**src/rtl/wshb_sdram_arbiter_if.sv**
```systemverilog
// Wishbone bus bundle shared by both masters and the SDRAM slave port.
// The master modport drives requests; the slave modport drives responses.
interface wshb_sdram_arbiter_if #(
   parameter int DATA_BYTES = 4,
   parameter int ADR_W      = 32
);
   logic                    cyc;
   logic                    stb;
   logic                    we;
   logic [ADR_W-1:0]        adr;
   logic [8*DATA_BYTES-1:0] dat_ms;
   logic [DATA_BYTES-1:0]   sel;
   logic [2:0]              cti;
   logic [1:0]              bte;
   logic                    ack;
   logic                    err;
   logic                    rty;
   logic [8*DATA_BYTES-1:0] dat_sm;

   modport master (
      output cyc, stb, we, adr, dat_ms, sel, cti, bte,
      input  ack, err, rty, dat_sm
   );

   modport slave (
      input  cyc, stb, we, adr, dat_ms, sel, cti, bte,
      output ack, err, rty, dat_sm
   );
endinterface

```
**src/rtl/wshb_sdram_arbiter.sv**
```systemverilog
// Two-master Wishbone arbiter for the SDRAM slave port: whole cyc-framed
// grants, round-robin on contention, direct handoff between owners.
module wshb_sdram_arbiter #(
   parameter int DATA_BYTES = 4,
   parameter int ADR_W      = 32
) (
   input  logic                   sys_clk,
   input  logic                   sys_rst,
   wshb_sdram_arbiter_if.slave    m0,
   wshb_sdram_arbiter_if.slave    m1,
   wshb_sdram_arbiter_if.master   s,
   output logic [1:0]             gnt
);

   typedef enum logic [1:0] {IDLE, OWN0, OWN1} state_t;

   state_t                  state;
   logic                    last_owner;
   logic [ADR_W-1:0]        adr_mux;
   logic [8*DATA_BYTES-1:0] wdat_mux;
   logic [8*DATA_BYTES-1:0] rdat;
   logic [DATA_BYTES-1:0]   sel_mux;

   // Grant is held for as long as the owner keeps cyc high; no preemption.
   always_ff @(posedge sys_clk or posedge sys_rst) begin
      if (sys_rst) begin
         state      <= IDLE;
         last_owner <= 1'b1;
         gnt        <= 2'b00;
      end else begin
         case (state)
            IDLE: begin
               if (m0.cyc && (!m1.cyc || last_owner)) begin
                  state      <= OWN0;
                  last_owner <= 1'b0;
                  gnt        <= 2'b01;
               end else if (m1.cyc) begin
                  state      <= OWN1;
                  last_owner <= 1'b1;
                  gnt        <= 2'b10;
               end
            end
            OWN0: begin
               if (!m0.cyc) begin
                  if (m1.cyc) begin
                     state      <= OWN1;
                     last_owner <= 1'b1;
                     gnt        <= 2'b10;
                  end else begin
                     state <= IDLE;
                     gnt   <= 2'b00;
                  end
               end
            end
            OWN1: begin
               if (!m1.cyc) begin
                  if (m0.cyc) begin
                     state      <= OWN0;
                     last_owner <= 1'b0;
                     gnt        <= 2'b01;
                  end else begin
                     state <= IDLE;
                     gnt   <= 2'b00;
                  end
               end
            end
            default: begin
               state <= IDLE;
               gnt   <= 2'b00;
            end
         endcase
      end
   end

   always_comb begin
      s.cyc    = 1'b0;
      s.stb    = 1'b0;
      s.we     = 1'b0;
      adr_mux  = '0;
      wdat_mux = '0;
      sel_mux  = '0;
      s.cti    = '0;
      s.bte    = '0;
      m0.ack   = 1'b0;
      m0.err   = 1'b0;
      m0.rty   = 1'b0;
      m1.ack   = 1'b0;
      m1.err   = 1'b0;
      m1.rty   = 1'b0;
      case (state)
         OWN0: begin
            s.cyc    = m0.cyc;
            s.stb    = m0.stb;
            s.we     = m0.we;
            adr_mux  = m0.adr;
            wdat_mux = m0.dat_ms;
            sel_mux  = m0.sel;
            s.cti    = m0.cti;
            s.bte    = m0.bte;
            m0.ack   = s.ack;
            m0.err   = s.err;
            m0.rty   = s.rty;
         end
         OWN1: begin
            s.cyc    = m1.cyc;
            s.stb    = m1.stb;
            s.we     = m1.we;
            adr_mux  = m1.adr;
            wdat_mux = m1.dat_ms;
            sel_mux  = m1.sel;
            s.cti    = m1.cti;
            s.bte    = m1.bte;
            m1.ack   = s.ack;
            m1.err   = s.err;
            m1.rty   = s.rty;
         end
         default: ;
      endcase
   end

   assign s.adr    = adr_mux;
   assign s.dat_ms = wdat_mux;
   assign s.sel    = sel_mux;
   assign rdat     = s.dat_sm;
   assign m0.dat_sm = rdat;
   assign m1.dat_sm = rdat;

endmodule

```
**src/flat_wrapper.sv**
```systemverilog
// flat-port wrapper written by rule: the top's interface ports become plain ports
module wshb_sdram_arbiter_flat 
#(
   parameter int DATA_BYTES = 4,
   parameter int ADR_W      = 32
)
  (sys_clk, sys_rst, gnt, m0_cyc, m0_stb, m0_we, m0_adr, m0_dat_ms, m0_sel, m0_cti, m0_bte, m0_ack, m0_err, m0_rty, m0_dat_sm, m1_cyc, m1_stb, m1_we, m1_adr, m1_dat_ms, m1_sel, m1_cti, m1_bte, m1_ack, m1_err, m1_rty, m1_dat_sm, s_cyc, s_stb, s_we, s_adr, s_dat_ms, s_sel, s_cti, s_bte, s_ack, s_err, s_rty, s_dat_sm);
  wshb_sdram_arbiter_if #(.DATA_BYTES(DATA_BYTES), .ADR_W(ADR_W)) m0_i ();
  wshb_sdram_arbiter_if #(.DATA_BYTES(DATA_BYTES), .ADR_W(ADR_W)) m1_i ();
  wshb_sdram_arbiter_if #(.DATA_BYTES(DATA_BYTES), .ADR_W(ADR_W)) s_i ();
  input  logic sys_clk;
  input  logic sys_rst;
  output logic [1:0] gnt;
  input wire logic [$bits(m0_i.cyc)-1:0] m0_cyc;
  input wire logic [$bits(m0_i.stb)-1:0] m0_stb;
  input wire logic [$bits(m0_i.we)-1:0] m0_we;
  input wire logic [$bits(m0_i.adr)-1:0] m0_adr;
  input wire logic [$bits(m0_i.dat_ms)-1:0] m0_dat_ms;
  input wire logic [$bits(m0_i.sel)-1:0] m0_sel;
  input wire logic [$bits(m0_i.cti)-1:0] m0_cti;
  input wire logic [$bits(m0_i.bte)-1:0] m0_bte;
  output wire logic [$bits(m0_i.ack)-1:0] m0_ack;
  output wire logic [$bits(m0_i.err)-1:0] m0_err;
  output wire logic [$bits(m0_i.rty)-1:0] m0_rty;
  output wire logic [$bits(m0_i.dat_sm)-1:0] m0_dat_sm;
  input wire logic [$bits(m1_i.cyc)-1:0] m1_cyc;
  input wire logic [$bits(m1_i.stb)-1:0] m1_stb;
  input wire logic [$bits(m1_i.we)-1:0] m1_we;
  input wire logic [$bits(m1_i.adr)-1:0] m1_adr;
  input wire logic [$bits(m1_i.dat_ms)-1:0] m1_dat_ms;
  input wire logic [$bits(m1_i.sel)-1:0] m1_sel;
  input wire logic [$bits(m1_i.cti)-1:0] m1_cti;
  input wire logic [$bits(m1_i.bte)-1:0] m1_bte;
  output wire logic [$bits(m1_i.ack)-1:0] m1_ack;
  output wire logic [$bits(m1_i.err)-1:0] m1_err;
  output wire logic [$bits(m1_i.rty)-1:0] m1_rty;
  output wire logic [$bits(m1_i.dat_sm)-1:0] m1_dat_sm;
  output wire logic [$bits(s_i.cyc)-1:0] s_cyc;
  output wire logic [$bits(s_i.stb)-1:0] s_stb;
  output wire logic [$bits(s_i.we)-1:0] s_we;
  output wire logic [$bits(s_i.adr)-1:0] s_adr;
  output wire logic [$bits(s_i.dat_ms)-1:0] s_dat_ms;
  output wire logic [$bits(s_i.sel)-1:0] s_sel;
  output wire logic [$bits(s_i.cti)-1:0] s_cti;
  output wire logic [$bits(s_i.bte)-1:0] s_bte;
  input wire logic [$bits(s_i.ack)-1:0] s_ack;
  input wire logic [$bits(s_i.err)-1:0] s_err;
  input wire logic [$bits(s_i.rty)-1:0] s_rty;
  input wire logic [$bits(s_i.dat_sm)-1:0] s_dat_sm;
  assign m0_i.cyc = m0_cyc;
  assign m0_i.stb = m0_stb;
  assign m0_i.we = m0_we;
  assign m0_i.adr = m0_adr;
  assign m0_i.dat_ms = m0_dat_ms;
  assign m0_i.sel = m0_sel;
  assign m0_i.cti = m0_cti;
  assign m0_i.bte = m0_bte;
  assign m0_ack = m0_i.ack;
  assign m0_err = m0_i.err;
  assign m0_rty = m0_i.rty;
  assign m0_dat_sm = m0_i.dat_sm;
  assign m1_i.cyc = m1_cyc;
  assign m1_i.stb = m1_stb;
  assign m1_i.we = m1_we;
  assign m1_i.adr = m1_adr;
  assign m1_i.dat_ms = m1_dat_ms;
  assign m1_i.sel = m1_sel;
  assign m1_i.cti = m1_cti;
  assign m1_i.bte = m1_bte;
  assign m1_ack = m1_i.ack;
  assign m1_err = m1_i.err;
  assign m1_rty = m1_i.rty;
  assign m1_dat_sm = m1_i.dat_sm;
  assign s_cyc = s_i.cyc;
  assign s_stb = s_i.stb;
  assign s_we = s_i.we;
  assign s_adr = s_i.adr;
  assign s_dat_ms = s_i.dat_ms;
  assign s_sel = s_i.sel;
  assign s_cti = s_i.cti;
  assign s_bte = s_i.bte;
  assign s_i.ack = s_ack;
  assign s_i.err = s_err;
  assign s_i.rty = s_rty;
  assign s_i.dat_sm = s_dat_sm;
  wshb_sdram_arbiter #(.DATA_BYTES(DATA_BYTES), .ADR_W(ADR_W)) u_core (.sys_clk(sys_clk), .sys_rst(sys_rst), .m0(m0_i), .m1(m1_i), .s(s_i), .gnt(gnt));
endmodule
```
**config.mk**
```make
export PLATFORM = sky130hd
export DESIGN_NAME = wshb_sdram_arbiter_flat
export DESIGN_NICKNAME = d
export VERILOG_FILES = /design/src/rtl/wshb_sdram_arbiter_if.sv /design/src/rtl/wshb_sdram_arbiter.sv /design/src/flat_wrapper.sv
export SDC_FILE = /design/constraint.sdc
export NUM_CORES = 1
export LEC_CHECK = 0
export BUFFER_PORTS_ARGS = -buffer_cell sky130_fd_sc_hd__buf_2
export CAP_MARGIN = 25
export CORE_AREA = 2 2 129 131
export DETAILED_ROUTE_END_ITERATION = 10
export DIE_AREA = 0 0 131 133
export SETUP_SLACK_MARGIN = 0.02
export SLEW_MARGIN = 20
export SYNTH_ARGS = -nofsm -noshare
export SYNTH_HDL_FRONTEND = slang
export SYNTH_SLANG_ARGS = --single-unit
```
**constraint.sdc**
```tcl
create_clock -name sys_clk -period 1.5 [get_ports sys_clk]
set_input_delay 0.225 -clock sys_clk [delete_from_list [all_inputs] [get_ports sys_clk]]
set_output_delay 0.225 -clock sys_clk [all_outputs]
set_load 0.05 [all_outputs]
```
==> run_results.csv <==
group,metric,value,unit
status,outcome,"finished with violations",
status,violations,"negative setup slack",
floorplan,io_pins,337,
floorplan,num_rows,47,
timing,fin_crit,1.92,ns
global_routing,grt_usage,11.9,%
worst_setup_path,critPathRequiredTime,1.27,ns
worst_setup_path,cp-start-kind,"flip-flop",
final_layout,insertedDiodeCount,0,
cts,clock_sinks,3,
synthesis,yosysMostFrequentCell,"a22oi_1",
power,power_density,2170,mW/mm2
floorplan,core_area,0.0162,mm2
timing,setup_slack,-0.419,ns
synthesis,synth_cells,277,
timing,worst_slew_pin_slew,0.277,ns
synthesis,syn-num-nets,472,
final_layout,final_area,0.00521,mm2
synthesis,synth_top_family_by_area,"compound AO/OA/AOI/OAI gates",
worst_setup_path,critical_path_class,"reg -> out",
global_routing,grt_pass1_wl,15600,um
cts,cts_buffers,3,
timing,drv_slew,0,
cts,cts_max_level,1,
floorplan,die-area,0.0174,mm2
worst_setup_path,critPathTopFamily,"buffers and inverters",
timing,clock-skew-final,0.00266,ns
global_routing,grt_max_degree,31,
synthesis,synthTopCellsByArea,"a22oi_1 (29%), buf_4 (25%), nor2b_1 (24%), ha_1 (3.9%), clkbuf_1 (3.1%)",
cts,clk_latency,0.23,ns
synthesis,ys_seq_area_share,3.94,%
worst_setup_path,crit_chain,"inv_4, buf_6, buf_4, ha_4, a22o_4, and2_4, buf_12",
floorplan,die_y,133,um
cts,root_buffer,"clkbuf_16",
routing,drt_pre_antenna_iters,4,
timing,relSlewSlack,81.5,%
job,max-cap-violations,0,
place,post-dp-hpwl,8690,um
synthesis,yosys.area.top_type,"a22oi_1",
routing,post_drt_via_cell_ratio,4.06,
synthesis,synth_area,0.00194,mm2
routing,wire_per_inst,18.0,um
synthesis,yosys.area_share.simple,28.9,%
place,io_buffers,240,
hold_path,hp-class,"in -> reg",
routing,drtIter0Drc,41,
worst_setup_path,crit_fanout,4,
synthesis,synth_cell_types,24,
synthesis,async_reset_ff_share,100,%
worst_setup_path,crit_arrival,1.69,ns
timing,fmax,521,MHz
synthesis,synth_fa_ha_area_share,3.87,%
synthesis,ys_seq_elements,3,
routing,vias,2821,
final_layout,area_delta_synth_final,169,%
cts,cts_tree,"yes",
place,globalplace.congestion,0.725,
floorplan,die_w,131,um
worst_setup_path,end_kind,"output port",
final_layout,layout.nets,671,
final_layout,instances_no_fill,695,
routing,wl,12500,um
cts,cts_buffer_depth,2,
final_layout,layout-drive-gt1-share,96.0,%
power,vdd_drop_max,857,uV
timing,setup_viol,85,
cts,path_clk_slew,0.03,ns
synthesis,yosysWarnings,0,
synthesis,muxShareOfSynthArea,0.516,%
power,leakagePower,2.19,nW
place,placed_area,0.00390,mm2
timing,rsz0062_at_grt,"yes",
timing,final.period_utilization,128,%
global_routing,overflow,0,
global_routing,grt_pass1_vias,2853,
synthesis,synth_edf_count,0,
synthesis,synth_top_area_share,29.4,%
worst_setup_path,slowest_delay,0.42,ns
worst_setup_path,critPathSlowestCell,"dfrtp_2",
synthesis,syn_avg_cell_area,7.00,um2
routing,drc_errors,0,
synthesis,synth-xor-area-share,0,%
worst_setup_path,worst-path-buf-inv,4,
synthesis,synth_compound_area_share,32.1,%
floorplan,start_util,12.0,%
timing,finalHoldViolCount,0,
synthesis,synth_common_cells,"a22oi_1 (76), nor2b_1 (75), buf_4 (64)",
global_routing,antenna_found_initial,0,
synthesis,synth_ff_type,"dfrtp_1",
place,dp.cells,672,
routing,drtAntennaViolNets,0,
==> layer usage <==
metal | routed length, um | vias to the layer above | global-route usage, % | part of all wire [%]
met5 | 0 | - | 0 | 0
met4 | 305 | 0 | 3.55 | 2.4
met3 | 1040 | 27 | 1.66 | 8.3
met2 | 7040 | 175 | 24.5 | 56
met1 | 4140 | 1313 | 11.7 | 33
li1 | - | 1306 | - | -
==> cell families after synthesis <==
logic type / after synthesis
AOI/OAI and AO/OA: 85
adders and majority gates: 6
buffers and inverters: 92
DFF: 3
muxes: 1
and+or+nand+nor: 90
==> timing repair <==
| item | CTS | global route |
|---|---|---|
| pin swaps | 3 | 1 |
| gates resized for setup | 194 | 65 |
| hold endpoints to repair | 2 | 0 |
| hold buffers | 1 | 0 |
| endpoints found under the setup margin | 85 | 85 |
| setup buffers | 4 | 15 |
| gates cloned | 3 | 4 |
==> per-stage QoR <==
stage               hold slack, ns  util, %  setup slack (ns)  TNS [ns]  power [W]
floorplan                  -0.0220        -            -0.280    -18.40    0.00711
global placement            0.0911     24.1            -0.293    -19.39    0.00854
detailed placement          0.0938     24.1            -0.317    -21.52    0.00858
CTS                          0.329     29.8            -0.450    -31.87     0.0106
global route                 0.386     32.2            -0.456    -34.38     0.0118
finish                       0.350     32.2            -0.419    -30.20     0.0113
==> layout by cell type (no fill, tap or decap), drive strengths merged <==
cell and instances:
buf 279, a22oi 76, nor2b 75, and2 7, clkbuf 7, ha 6
nand2 3, inv 3, a21oi 3, nor2 2, a31oi 2, dfrtp 2
o21ai 2, mux2i 1, a22o 1, nand2b 1, nand3b 1, o22ai 1
or4b 1, dlygate4sd3 1, dfstp 1
==> path summary, 6_finish.rpt <==
| check | cells past startpoint | end | slack [ns] | startpoint |
|---|---|---|---|---|
| max in group asynchronous | 3 | u_core.last_owner | 0.88 | sys_rst |
| min | 3 | u_core.last_owner | 0.35 | m1_cyc |
| min reg2reg | 2 | u_core.last_owner | 0.56 | u_core.last_owner |
| min in group asynchronous | 3 | u_core.state[1] | 0.41 | sys_rst |
| max reg2reg | 7 | u_core.state[0] | -0.33 | u_core.state[0] |
| max | 7 | s_cyc | -0.42 | u_core.state[0] |
==> sequential cells by signal, indices dropped and copies added (netlist names) <==
signal,cells
u_core.state,2
u_core.last_owner,1
==> report_power, final <==
part	internal (W)	total (W)	leakage, nW	switching (W)
Clock	0.000351	0.000430	0.0382	0.0000786
Sequential	0.000133	0.000183	0.0336	0.0000499
Combinational	0.00519	0.0107	2.12	0.00551
==> cell type report <==
class / instances / area, um2
multi-input combinational: 182 / 2300
fill: 1638 / 11000
clock buffer: 4 / 78.8
tap: 220 / 275
timing repair buffer: 283 / 2460
inverter: 3 / 16.3
sequential: 3 / 78.8
==> worst min-delay path: stages <==
cell and delay, ns:
buf_2 0.15, a31oi_1 0.14, a31oi_1 0.05
Note: power is estimated with default switching activity, not from simulation.
